`src/rtl/wb_write_queue_if.sv`:
```
`default_nettype none
// ---------------------------------------------------------------------------
// wb_write_queue_if : producer, register-file drain and bypass signals
// Revision: 1.0
// ---------------------------------------------------------------------------
interface wb_write_queue_if #(
  parameter int DEPTH = 4,
  parameter int XLEN  = 32,
  parameter int AW    = 5
);
  localparam int c_cnt_w = $clog2(DEPTH) + 1;

  logic               in_valid;
  logic               in_ready;
  logic [AW-1:0]      in_rd;
  logic [XLEN-1:0]    in_data;
  logic               rf_stall;
  logic               rf_we;
  logic [AW-1:0]      rf_rd_addr;
  logic [XLEN-1:0]    rf_rd_data;
  logic [AW-1:0]      q_rs1_addr;
  logic               q_rs1_hit;
  logic [XLEN-1:0]    q_rs1_data;
  logic [AW-1:0]      q_rs2_addr;
  logic               q_rs2_hit;
  logic [XLEN-1:0]    q_rs2_data;
  logic [c_cnt_w-1:0] count;

  modport master (
    output in_valid, in_rd, in_data, rf_stall, q_rs1_addr, q_rs2_addr,
    input  in_ready, rf_we, rf_rd_addr, rf_rd_data,
           q_rs1_hit, q_rs1_data, q_rs2_hit, q_rs2_data, count
  );

  modport slave (
    input  in_valid, in_rd, in_data, rf_stall, q_rs1_addr, q_rs2_addr,
    output in_ready, rf_we, rf_rd_addr, rf_rd_data,
           q_rs1_hit, q_rs1_data, q_rs2_hit, q_rs2_data, count
  );
endinterface
`default_nettype wire

```
`src/rtl/wb_write_queue.sv`:
```
`default_nettype none
// ---------------------------------------------------------------------------
// wb_write_queue : in-order write-back FIFO draining into the register file,
//                  with a two-port youngest-match bypass lookup
// Revision: 1.0
// ---------------------------------------------------------------------------
module wb_write_queue #(
  parameter int DEPTH = 4,
  parameter int XLEN  = 32,
  parameter int AW    = 5
) (
  input  wire logic         clk,
  input  wire logic         rst_n,
  wb_write_queue_if.slave   bus
);
  localparam int c_ptr_w = $clog2(DEPTH);
  localparam int c_cnt_w = $clog2(DEPTH) + 1;

  logic [DEPTH-1:0]   r_valid;
  logic [AW-1:0]      r_rd   [DEPTH];
  logic [XLEN-1:0]    r_data [DEPTH];
  logic [c_ptr_w-1:0] r_wptr;
  logic [c_ptr_w-1:0] r_rptr;
  logic [c_cnt_w-1:0] r_count;

  logic w_empty;
  logic w_ready;
  logic w_we;
  logic w_push;

  assign w_empty = (r_count == '0);
  assign w_ready = (r_count < c_cnt_w'(DEPTH));
  assign w_we    = !w_empty && !bus.rf_stall;
  // x0 results complete the handshake but are never stored.
  assign w_push  = bus.in_valid && w_ready && (bus.in_rd != '0);

  assign bus.in_ready   = w_ready;
  assign bus.rf_we      = w_we;
  assign bus.rf_rd_addr = w_empty ? '0 : r_rd[r_rptr];
  assign bus.rf_rd_data = w_empty ? '0 : r_data[r_rptr];
  assign bus.count      = r_count;

  always_ff @(posedge clk or negedge rst_n) begin
    if (!rst_n) begin
      r_valid <= '0;
      r_wptr  <= '0;
      r_rptr  <= '0;
      r_count <= '0;
      for (int i = 0; i < DEPTH; i++) begin
        r_rd[i]   <= '0;
        r_data[i] <= '0;
      end
    end else begin
      // Push and pop never target the same slot: a full queue refuses pushes.
      if (w_push) begin
        r_valid[r_wptr] <= 1'b1;
        r_rd[r_wptr]    <= bus.in_rd;
        r_data[r_wptr]  <= bus.in_data;
        r_wptr          <= r_wptr + 1'b1;
      end
      if (w_we) begin
        r_valid[r_rptr] <= 1'b0;
        r_rptr          <= r_rptr + 1'b1;
      end
      case ({w_push, w_we})
        2'b10:   r_count <= r_count + 1'b1;
        2'b01:   r_count <= r_count - 1'b1;
        default: r_count <= r_count;
      endcase
    end
  end

  for (genvar p = 0; p < 2; p++) begin : g_lookup
    logic [AW-1:0]   w_addr;
    logic            w_hit;
    logic [XLEN-1:0] w_data;

    assign w_addr = (p == 0) ? bus.q_rs1_addr : bus.q_rs2_addr;

    // Scan oldest to youngest so the last match, the youngest, wins.
    always_comb begin
      w_hit  = 1'b0;
      w_data = '0;
      for (int i = 0; i < DEPTH; i++) begin
        if ((w_addr != '0) && r_valid[r_rptr + c_ptr_w'(i)] &&
            (r_rd[r_rptr + c_ptr_w'(i)] == w_addr)) begin
          w_hit  = 1'b1;
          w_data = r_data[r_rptr + c_ptr_w'(i)];
        end
      end
    end
  end

  assign bus.q_rs1_hit  = g_lookup[0].w_hit;
  assign bus.q_rs1_data = g_lookup[0].w_data;
  assign bus.q_rs2_hit  = g_lookup[1].w_hit;
  assign bus.q_rs2_data = g_lookup[1].w_data;

endmodule
`default_nettype wire

```
`src/flat_wrapper.sv`:
```
// flat-port wrapper written by rule: the top's interface ports become plain ports
module wb_write_queue_flat 
#(
  parameter int DEPTH = 4,
  parameter int XLEN  = 32,
  parameter int AW    = 5
)
  (clk, rst_n, bus_in_valid, bus_in_rd, bus_in_data, bus_rf_stall, bus_q_rs1_addr, bus_q_rs2_addr, bus_in_ready, bus_rf_we, bus_rf_rd_addr, bus_rf_rd_data, bus_q_rs1_hit, bus_q_rs1_data, bus_q_rs2_hit, bus_q_rs2_data, bus_count);
  wb_write_queue_if #(.DEPTH(DEPTH), .XLEN(XLEN), .AW(AW)) bus_i ();
  input  wire logic clk;
  input  wire logic rst_n;
  input wire logic [$bits(bus_i.in_valid)-1:0] bus_in_valid;
  input wire logic [$bits(bus_i.in_rd)-1:0] bus_in_rd;
  input wire logic [$bits(bus_i.in_data)-1:0] bus_in_data;
  input wire logic [$bits(bus_i.rf_stall)-1:0] bus_rf_stall;
  input wire logic [$bits(bus_i.q_rs1_addr)-1:0] bus_q_rs1_addr;
  input wire logic [$bits(bus_i.q_rs2_addr)-1:0] bus_q_rs2_addr;
  output wire logic [$bits(bus_i.in_ready)-1:0] bus_in_ready;
  output wire logic [$bits(bus_i.rf_we)-1:0] bus_rf_we;
  output wire logic [$bits(bus_i.rf_rd_addr)-1:0] bus_rf_rd_addr;
  output wire logic [$bits(bus_i.rf_rd_data)-1:0] bus_rf_rd_data;
  output wire logic [$bits(bus_i.q_rs1_hit)-1:0] bus_q_rs1_hit;
  output wire logic [$bits(bus_i.q_rs1_data)-1:0] bus_q_rs1_data;
  output wire logic [$bits(bus_i.q_rs2_hit)-1:0] bus_q_rs2_hit;
  output wire logic [$bits(bus_i.q_rs2_data)-1:0] bus_q_rs2_data;
  output wire logic [$bits(bus_i.count)-1:0] bus_count;
  assign bus_i.in_valid = bus_in_valid;
  assign bus_i.in_rd = bus_in_rd;
  assign bus_i.in_data = bus_in_data;
  assign bus_i.rf_stall = bus_rf_stall;
  assign bus_i.q_rs1_addr = bus_q_rs1_addr;
  assign bus_i.q_rs2_addr = bus_q_rs2_addr;
  assign bus_in_ready = bus_i.in_ready;
  assign bus_rf_we = bus_i.rf_we;
  assign bus_rf_rd_addr = bus_i.rf_rd_addr;
  assign bus_rf_rd_data = bus_i.rf_rd_data;
  assign bus_q_rs1_hit = bus_i.q_rs1_hit;
  assign bus_q_rs1_data = bus_i.q_rs1_data;
  assign bus_q_rs2_hit = bus_i.q_rs2_hit;
  assign bus_q_rs2_data = bus_i.q_rs2_data;
  assign bus_count = bus_i.count;
  wb_write_queue #(.DEPTH(DEPTH), .XLEN(XLEN), .AW(AW)) u_core (.clk(clk), .rst_n(rst_n), .bus(bus_i));
endmodule
```
`config.mk`:
```
export PLATFORM = sky130hd
export DESIGN_NAME = wb_write_queue_flat
export DESIGN_NICKNAME = d
export VERILOG_FILES = /design/src/rtl/wb_write_queue_if.sv /design/src/rtl/wb_write_queue.sv /design/src/flat_wrapper.sv
export SDC_FILE = /design/constraint.sdc
export NUM_CORES = 1
export LEC_CHECK = 0
export ABC_AREA = 1
export CAP_MARGIN = 20
export CORE_AREA = 2 2 165 167
export CTS_CLUSTER_DIAMETER = 120
export DETAILED_ROUTE_END_ITERATION = 8
export DIE_AREA = 0 0 167 169
export GPL_TIMING_DRIVEN = 1
export PLACE_DENSITY = 0.69
export SLEW_MARGIN = 5
export SYNTH_ARGS = -nofsm -noshare
export SYNTH_HDL_FRONTEND = slang
export SYNTH_SLANG_ARGS = --single-unit
```
`constraint.sdc`:
```
create_clock -name clk -period 3.85 [get_ports clk]
set_input_delay 0.77 -clock clk [delete_from_list [all_inputs] [get_ports clk]]
set_output_delay 0.77 -clock clk [all_outputs]
set_load 0.02 [all_outputs]
```
## After elaboration in Yosys (flattened, before gate mapping)

Cells that the tools add are included.
W data, S select, Z words.

- Memories kept: 0
- Memory bits (writable): 0
- ROM bits: 0
- Input port bits: 51
- Flip-flop bits (word level): 159
- Logic and storage cells: 142
- Bits in latches: 0

- Equal/unequal tests: 10
- Multiply operators: 0
- Add/sub/neg operators: 6
- Reductions and logical operators: 29
- Shift operators: 0
- Magnitude comparators: 14
- Muxes and demuxes: 63
- Div/mod/pow operators: 0
- Bitwise logic cells: 8

Operators with widths:

| kind | number |
|---|---|
| $mux W32 | 18 |
| $bmux W32 S2 | 4 |
| $bwmux W128 | 1 |
| $demux W32 S2 | 1 |
| $mux W5 | 10 |
| $bmux W5 S2 | 4 |
| $eq A5 B5 Y1 | 8 |
| $logic_and A1 B1 Y1 | 22 |
| $bwmux W20 | 1 |
| $ge A3 B3 Y1 const B | 5 |
| $lt A2 B3 Y1 const B | 5 |
| $not A2 Y3 | 5 |
| $reduce_bool A5 Y1 | 3 |
| $mux W1 | 14 |
| $demux W5 S2 | 1 |
| $bmux W1 S2 | 4 |
| $mux W4 | 2 |
| $pmux W3 S2 | 1 |
| $add A2 B1 Y2 const B | 2 |
| $add A2 B2 Y2 const B | 2 |
| $and A4 B4 Y4 | 1 |
| $demux W1 S2 | 2 |
| $ge A2 B1 Y1 const B | 2 |
| $not A4 Y4 | 1 |
| 10 further kinds | 11 |

## Depth between registers and ports, before layout

- Word-level depth: 10
- Depth in mapped cells: 19
- Mapped depth without buffers: 14

## Worst setup path after synthesis

OpenSTA, ideal clock, no wires.

- Path kind: register to output
- Start: reg u_core.r_rptr[1]
- End: out bus_q_rs1_data[7]
- Data arrival time: 3063 ps
- Slack: 17 ps
- Stages on the path, launching flop included: 18
- Buffers on the path: 6
- Cell sequence: dfrtp_1 -> buf_4 -> inv_2 -> buf_2 -> buf_2 -> clkbuf_1 -> ha_1 -> inv_2 -> buf_2 -> nand3_1 -> nand3_1 -> nand2_1 -> nor2_2 -> nand3_2 -> buf_2 -> nand2_1 -> nand3_1 -> a21oi_1

- Word-level cells in the longest chain between the ends: 10

RTL lines:

| element | RTL line | text |
|---|---|---|
| start, declared | wb_write_queue.sv:23 | `logic [c_ptr_w-1:0] r_rptr;` |
| start signal, assigned | wb_write_queue.sv:63 | `r_rptr <= r_rptr + 1'b1;` |
| $add A2 B1 Y2 or $not A2 Y3 (tied branches) | wb_write_queue.sv:85, wb_write_queue.sv:86, wb_write_queue.sv:88 |  |
| $not A2 Y3 (implied by the code) or $bmux W5 S2 (tied branches) | wb_write_queue.sv:86, wb_write_queue.sv:88 |  |
| $bmux W5 S2 or $mux W5 (tied branches) | wb_write_queue.sv:86 | `(r_rd[r_rptr + c_ptr_w'(i)] == w_addr)) begin` |
| $mux W5 (implied by the code) | wb_write_queue.sv:86 |  |
| $mux W5 (implied by the code) or $eq A5 B5 Y1 (tied branches) | wb_write_queue.sv:86 |  |
| $eq A5 B5 Y1 or $logic_and A1 B1 Y1 (tied branches) | wb_write_queue.sv:86, wb_write_queue.sv:85 |  |
| $logic_and A1 B1 Y1 or $mux W32 (tied branches) | wb_write_queue.sv:85 | `if ((w_addr != '0) && r_valid[r_rptr + c_ptr_w'(i)] &&` |
| $mux W32 (2 in a row) | wb_write_queue.sv:85 |  |
| $mux W32 (*) | wb_write_queue.sv:85 |  |
| end, declared | flat_wrapper.sv:23 | `output wire logic [$bits(bus_i.q_rs1_data)-1:0] bus_q_rs1_data;` |

Mark *: on every way between the ends. The rest lies on a longest branch, timed or not. The select of a mux whose other input is x is not followed.

## Final worst setup path

- Start: reg u_core.r_rptr[0]
- End: out bus_q_rs1_data[1]

The elaborated chain is that of the path after synthesis.

==> out/qor.txt <==
Outcome: finished clean
TritonCTS clock tree: yes
Sequential cell area fraction in the yosys report: 0.306
Antenna fix cells: 0
Synth area leaders: dfrtp_1 31%, nand2_1 18%, o21ai_0 11%
Ys async rst share: 1.00
Clk Latency, worst-skew pair: 0.42 ns
Core area: 0.0265 sq mm
DR vias/cell: 5.81
Req. time, crit path: 3.08 ns
Vias in the first global route: 13500
Min-Delay Path Class: in -> async
Routed wire per std cell: 19.4 microns
Max-slew violations: 0
Initial antenna violation count: 0
Ratio of cells with drive above 1 in the final layout: 0.179
CTS buffer count: 17
Starting Density: 0.490
Final worst-path cycle share: 0.998
Placement Setup Slack: -0.141 ns
Grt ovf: 0
# IOs: 159
Max-cap violations: 0
Number of synthesized flops with an enable pin: 0
Slew @ Worst Pin: 1.00 ns
Commonest non-fill, non-tap cell in the layout: nand2_1
Total negative setup slack: 0 ns
Mapped Avg Cell Area: 6.37 sq um
Routed WL: 51.3 mm
Setup Skew: 0.00662 ns
Die Wd: 167 microns
Most frequent cells in the layout: 602 x nand2_1, 289 x o21ai_0, 204 x buf_4
H-tree depth: 4
RSZ-0062 raised after global routing: yes
Crit-path max FO: 21
Class of the most critical setup path: reg -> out
Setup violations, final: 0
Primary FF master, synth: dfrtp_1
Worst-path clk slew: 0.06 ns
Cell count after synthesis: 2040
Total number of yosys warnings: 0
Chip Height: 169 microns
Final min period: 3.84 ns
Crit start category: flop
RD Place Congestion: 1.02
Rel. slew slack: 0.325
CTS max path bufs: 2
Synth top area share: 0.306
Via Count: 15400
Fmax: 0.260 GHz
Crit path DAT: 3.07 ns
First-pass GRT wire length: 77.3 mm
Dpl cells: 2592
DR pass1 iterations: 9
Area delta synth->final: 30.8%
Finished Layout Cells: 2647
GRT Total Usage: 0.349
Final Hold Fails: 0
CTS Sinks: 159
Nets: 2356
Post-synthesis cell type count: 34
Min Hold Slack: 0.258 ns
Largest net degree at the start of global routing: 130
Post-route ant nets: 0
Flops & latches, synth: 159
Synthesized net count: 2101
CP endpoint kind: primary output
Final HPWL DP: 35.6 mm
Total Die Area: 0.0282 sq mm
Synth area leader: dfrtp_1
DRC Markers: 0
Fin worst setup slack: 0.00705 ns
# rows: 60
Cts hold-fix bufs: 0
Clk root buf: clkbuf_16
Number of DRC markers in iteration 0: 2382
PortBufs: 158
Mapped Area: 0.0130 sq mm
cells by family after synthesis:
group | synth area share
flip-flops | 0.306
multiplexers | 0.0616
adder cells (fa/ha/maj) | 0.0102
AO/OA/AOI/OAI | 0.154
XOR/XNOR | 0.00539
AND/OR/NAND/NOR | 0.361
buffers and inverters | 0.102
synth_stat cells (19+ instances only):
| cell type | instances |
|---|---|
| nand2_1 | 609 |
| clkbuf_1 | 63 |
| o21ai_0 | 290 |
| mux2i_1 | 80 |
| inv_1 | 156 |
| nand4_1 | 58 |
| a21oi_1 | 52 |
| nand3_1 | 179 |
| buf_4 | 19 |
| buf_2 | 45 |
| dfrtp_1 | 159 |
| o21ai_1 | 32 |
| nor2_1 | 155 |
| or2_2 | 38 |
worst max-delay path, stage by stage (launching register included):
cell and delay, ns:
dfrtp_4 0.47, inv_6 0.06, bufbuf_16 0.29, or2_2 0.27, o21ai_0 0.13, inv_1 0.07
o21ai_0 0.78, nor2_1 0.13, nor2_1 0.18, a21oi_2 0.09, clkbuf_2 0.15
stage by stage:
step | area (sq um) | util
finish | 17000 | 0.641
global route | 17000 | 0.641
CTS | 16900 | 0.638
detailed placement | 16100 | 0.608
global placement | 16100 | 0.608
floorplan | 13000 | -
state kept, by name, summed over array words and instances, names as in the netlist:
register,cells
u_core.r_rd,20
u_core.r_rptr,2
u_core.r_data,128
u_core.r_valid,4
u_core.r_wptr,2
u_core.bus.count,3
per-layer routing:
metal / vias up / share of wire / GRT usage
li1: 7178 / - / -
met1: 7047 / 0.44 / 0.552
met2: 1068 / 0.39 / 0.469
met3: 78 / 0.15 / 0.0956
met4: 0 / 0.017 / 0.0663
met5: - / 0 / 0
cell type report:
class                      instances  area [sq um]
clock inverter                     9          91.3
fill                            2463          9510
multi-input combinational       1572          7830
clock buffer                      21           440
timing repair buffer             381          3590
tap                              341           427
inverter                         164           634
sequential                       159          3980
path summary, 6_finish.rpt:
path	start	endpoint	slack (ns)	cells past startpoint
min in group clk	u_core.r_data[31]	u_core.r_data[31]	0.51	2
max reg2reg	u_core.bus.count[1]	u_core.bus.count[1]	1.54	8
max in group asynchronous	rst_n	u_core.r_data[124]	2.78	2
min reg2reg	u_core.r_data[31]	u_core.r_data[31]	0.51	2
max	u_core.r_rptr[0]	bus_q_rs1_data[1]	0.007	10
min	rst_n	u_core.bus.count[0]	0.26	1
what timing repair did:
| action | in CTS | in global routing |
|---|---|---|
| pin swaps | 3 | 7 |
| gates resized for setup | 142 | 155 |
| hold endpoints to repair | 0 | 0 |
| endpoints found under the setup margin | 67 | 83 |
| buffers inserted | 9 | 6 |
| gates cloned | 6 | 4 |
Power is not shown: default switching activity piles up to over one toggle a cycle in this logic, so the estimate is an artifact.
==> variant: new RTL, config.mk and constraints unchanged <==
`AW` is set to 5 in 3 places; all go to 6.
--- a/src/rtl/wb_write_queue_if.sv
+++ b/src/rtl/wb_write_queue_if.sv
@@ -7,5 +7,5 @@
   parameter int DEPTH = 4,
   parameter int XLEN  = 32,
-  parameter int AW    = 5
+  parameter int AW    = 6
 );
   localparam int c_cnt_w = $clog2(DEPTH) + 1;
--- a/src/rtl/wb_write_queue.sv
+++ b/src/rtl/wb_write_queue.sv
@@ -8,5 +8,5 @@
   parameter int DEPTH = 4,
   parameter int XLEN  = 32,
-  parameter int AW    = 5
+  parameter int AW    = 6
 ) (
   input  wire logic         clk,
--- a/src/flat_wrapper.sv
+++ b/src/flat_wrapper.sv
@@ -4,5 +4,5 @@
   parameter int DEPTH = 4,
   parameter int XLEN  = 32,
-  parameter int AW    = 5
+  parameter int AW    = 6
 )
   (clk, rst_n, bus_in_valid, bus_in_rd, bus_in_data, bus_rf_stall, bus_q_rs1_addr, bus_q_rs2_addr, bus_in_ready, bus_rf_we, bus_rf_rd_addr, bus_rf_rd_data, bus_q_rs1_hit, bus_q_rs1_data, bus_q_rs2_hit, bus_q_rs2_data, bus_count);
Interface: changed (resized bus_in_rd, bus_q_rs1_addr, bus_q_rs2_addr and bus_rf_rd_addr); port bits go from 159 to 163. No check against the original RTL was run, so the function may have changed too.
==> variant against the original RTL <==
- register-to-register slack improved by 460 ps
- final cell count is 5.7% higher
- setup slack hardly changed
- critical endpoint is now bus_q_rs1_data[3]
- sequential cell count increased by 4
- synthesized area increased by 2.4%
- non-clock buffer count down 12
- routed wire length is 0.32% lower
- cell area grew 4.0%
==> variant: results (changes against the original RTL) <==
crit path from u_core.r_rptr[0]$_DFFE_PN0N_; measured slew at the worst slew-check pin 857 ps (-145 ps); mux share of post-synthesis cell area 0.0203 (-0.0413); layout cells sized above 1 0.193 (+0.0147); drt total wl 51100 microns (-0.32%); worst setup path endpoint bus_q_rs1_data[3]; Final HPWL DP 36800 microns (+3.5%); Synth Net Count 2259 (+7.5%); R2R depth 9 (+1); r2r setup slk 2000 ps (+460 ps); vias in the first global route 13500 (+0.052%); # DRC 0 (unchanged); compound-gate portion of the synthesized area 0.191 (+0.0369); run status complete, no violations; # port buffers 162 (+2.5%); Mapped Cells 2195 (+7.6%); GR Util All Layers 0.343 (-0.00583); GP Congestion 1.01 (-1.6%); placed insts 2737 (+5.6%); first drt pass iteration count 7 (-2); Post-DP Area 16400 sq um (+1.6%); Tmin final 3840 ps (-0.340 ps); xor/xnor cell area share of the yosys netlist 0.00724 (+0.00185); NumNets Final 2507 (+6.4%); Synth cell types 36 (+5.9%); Synth Area in Adders 0.00997 (-0.000235); Setup Slack @ Placement -390 ps (-249 ps); vias 15700 (+2.3%); clock skew 11.7 ps (+5.06 ps); P_comb 14.3 mW; vias per inst 5.62 (-3.2%); pin count of the biggest net entering global routing 82 (-37%); biggest regs u_core.r_data (128), u_core.r_rd (24), u_core.r_valid (4); register area share after synthesis 0.307 (+0.000468); R2R Path End u_core.bus.count[2]$_DFFE_PN0P_; first-pass GRT wire length 75900 microns (-1.8%)
[variant: cell type report]
class | instances | area [sq um]
Clock inverter | 13 | 146
Inverter | 227 | 877
Timing Repair Buffer | 369 | 3640
Clock buffer | 19 | 453
Tap cell | 341 | 427
Multi-Input combinational cell | 1664 | 8050
Sequential cell | 163 | 4080
Fill cell | 2468 | 8820
Timing Repair inverter | 1 | 7.51
[variant: worst min-delay path by stage]
stage | to | slack [ps] | cells after the start
final | u_core.r_data[87]$_DFFE_PN0P_ | 370 | 1
after global routing | u_core.r_data[87]$_DFFE_PN0P_ | 440 | 1
after CTS | u_core.r_data[87]$_DFFE_PN0P_ | 400 | 1
after detailed placement | u_core.r_data[117]$_DFFE_PN0P_ | 470 | 2
after global placement | u_core.r_data[114]$_DFFE_PN0P_ | 470 | 2
after floorplan | u_core.r_data[100]$_DFFE_PN0P_ | 450 | 2
[variant: what timing repair did]
| item | CTS | global route |
|---|---|---|
| setup buffers | 5 | 15 |
| resized for setup | 126 | 314 |
| hold buffers | 0 | 0 |
| cloned | 2 | 7 |
| endpoints found under the setup margin | 73 | 73 |
| pin swaps | 1 | 39 |
[variant: worst max-delay path, cell delays in order (launching register included)]
cell      delay [ps]
dfrtp_4          460
inv_8             50
ha_4             340
buf_12           180
nand3_2          160
nand3_1          130
nand2_1           60
nor2_1           130
nand2_1          120
nor2_4           170
clkinv_4         140
buf_6            160
o21ai_0           70
nand2_1           80
a21oi_2          190
buf_2            200
[variant: routing by layer]
| metal | global-route usage | share of wire |
|---|---|---|
| met3 | 0.111 | 0.15 |
| met1 | 0.550 | 0.46 |
| met5 | 0 | 0 |
| met2 | 0.446 | 0.38 |
| met4 | 0.0510 | 0.014 |
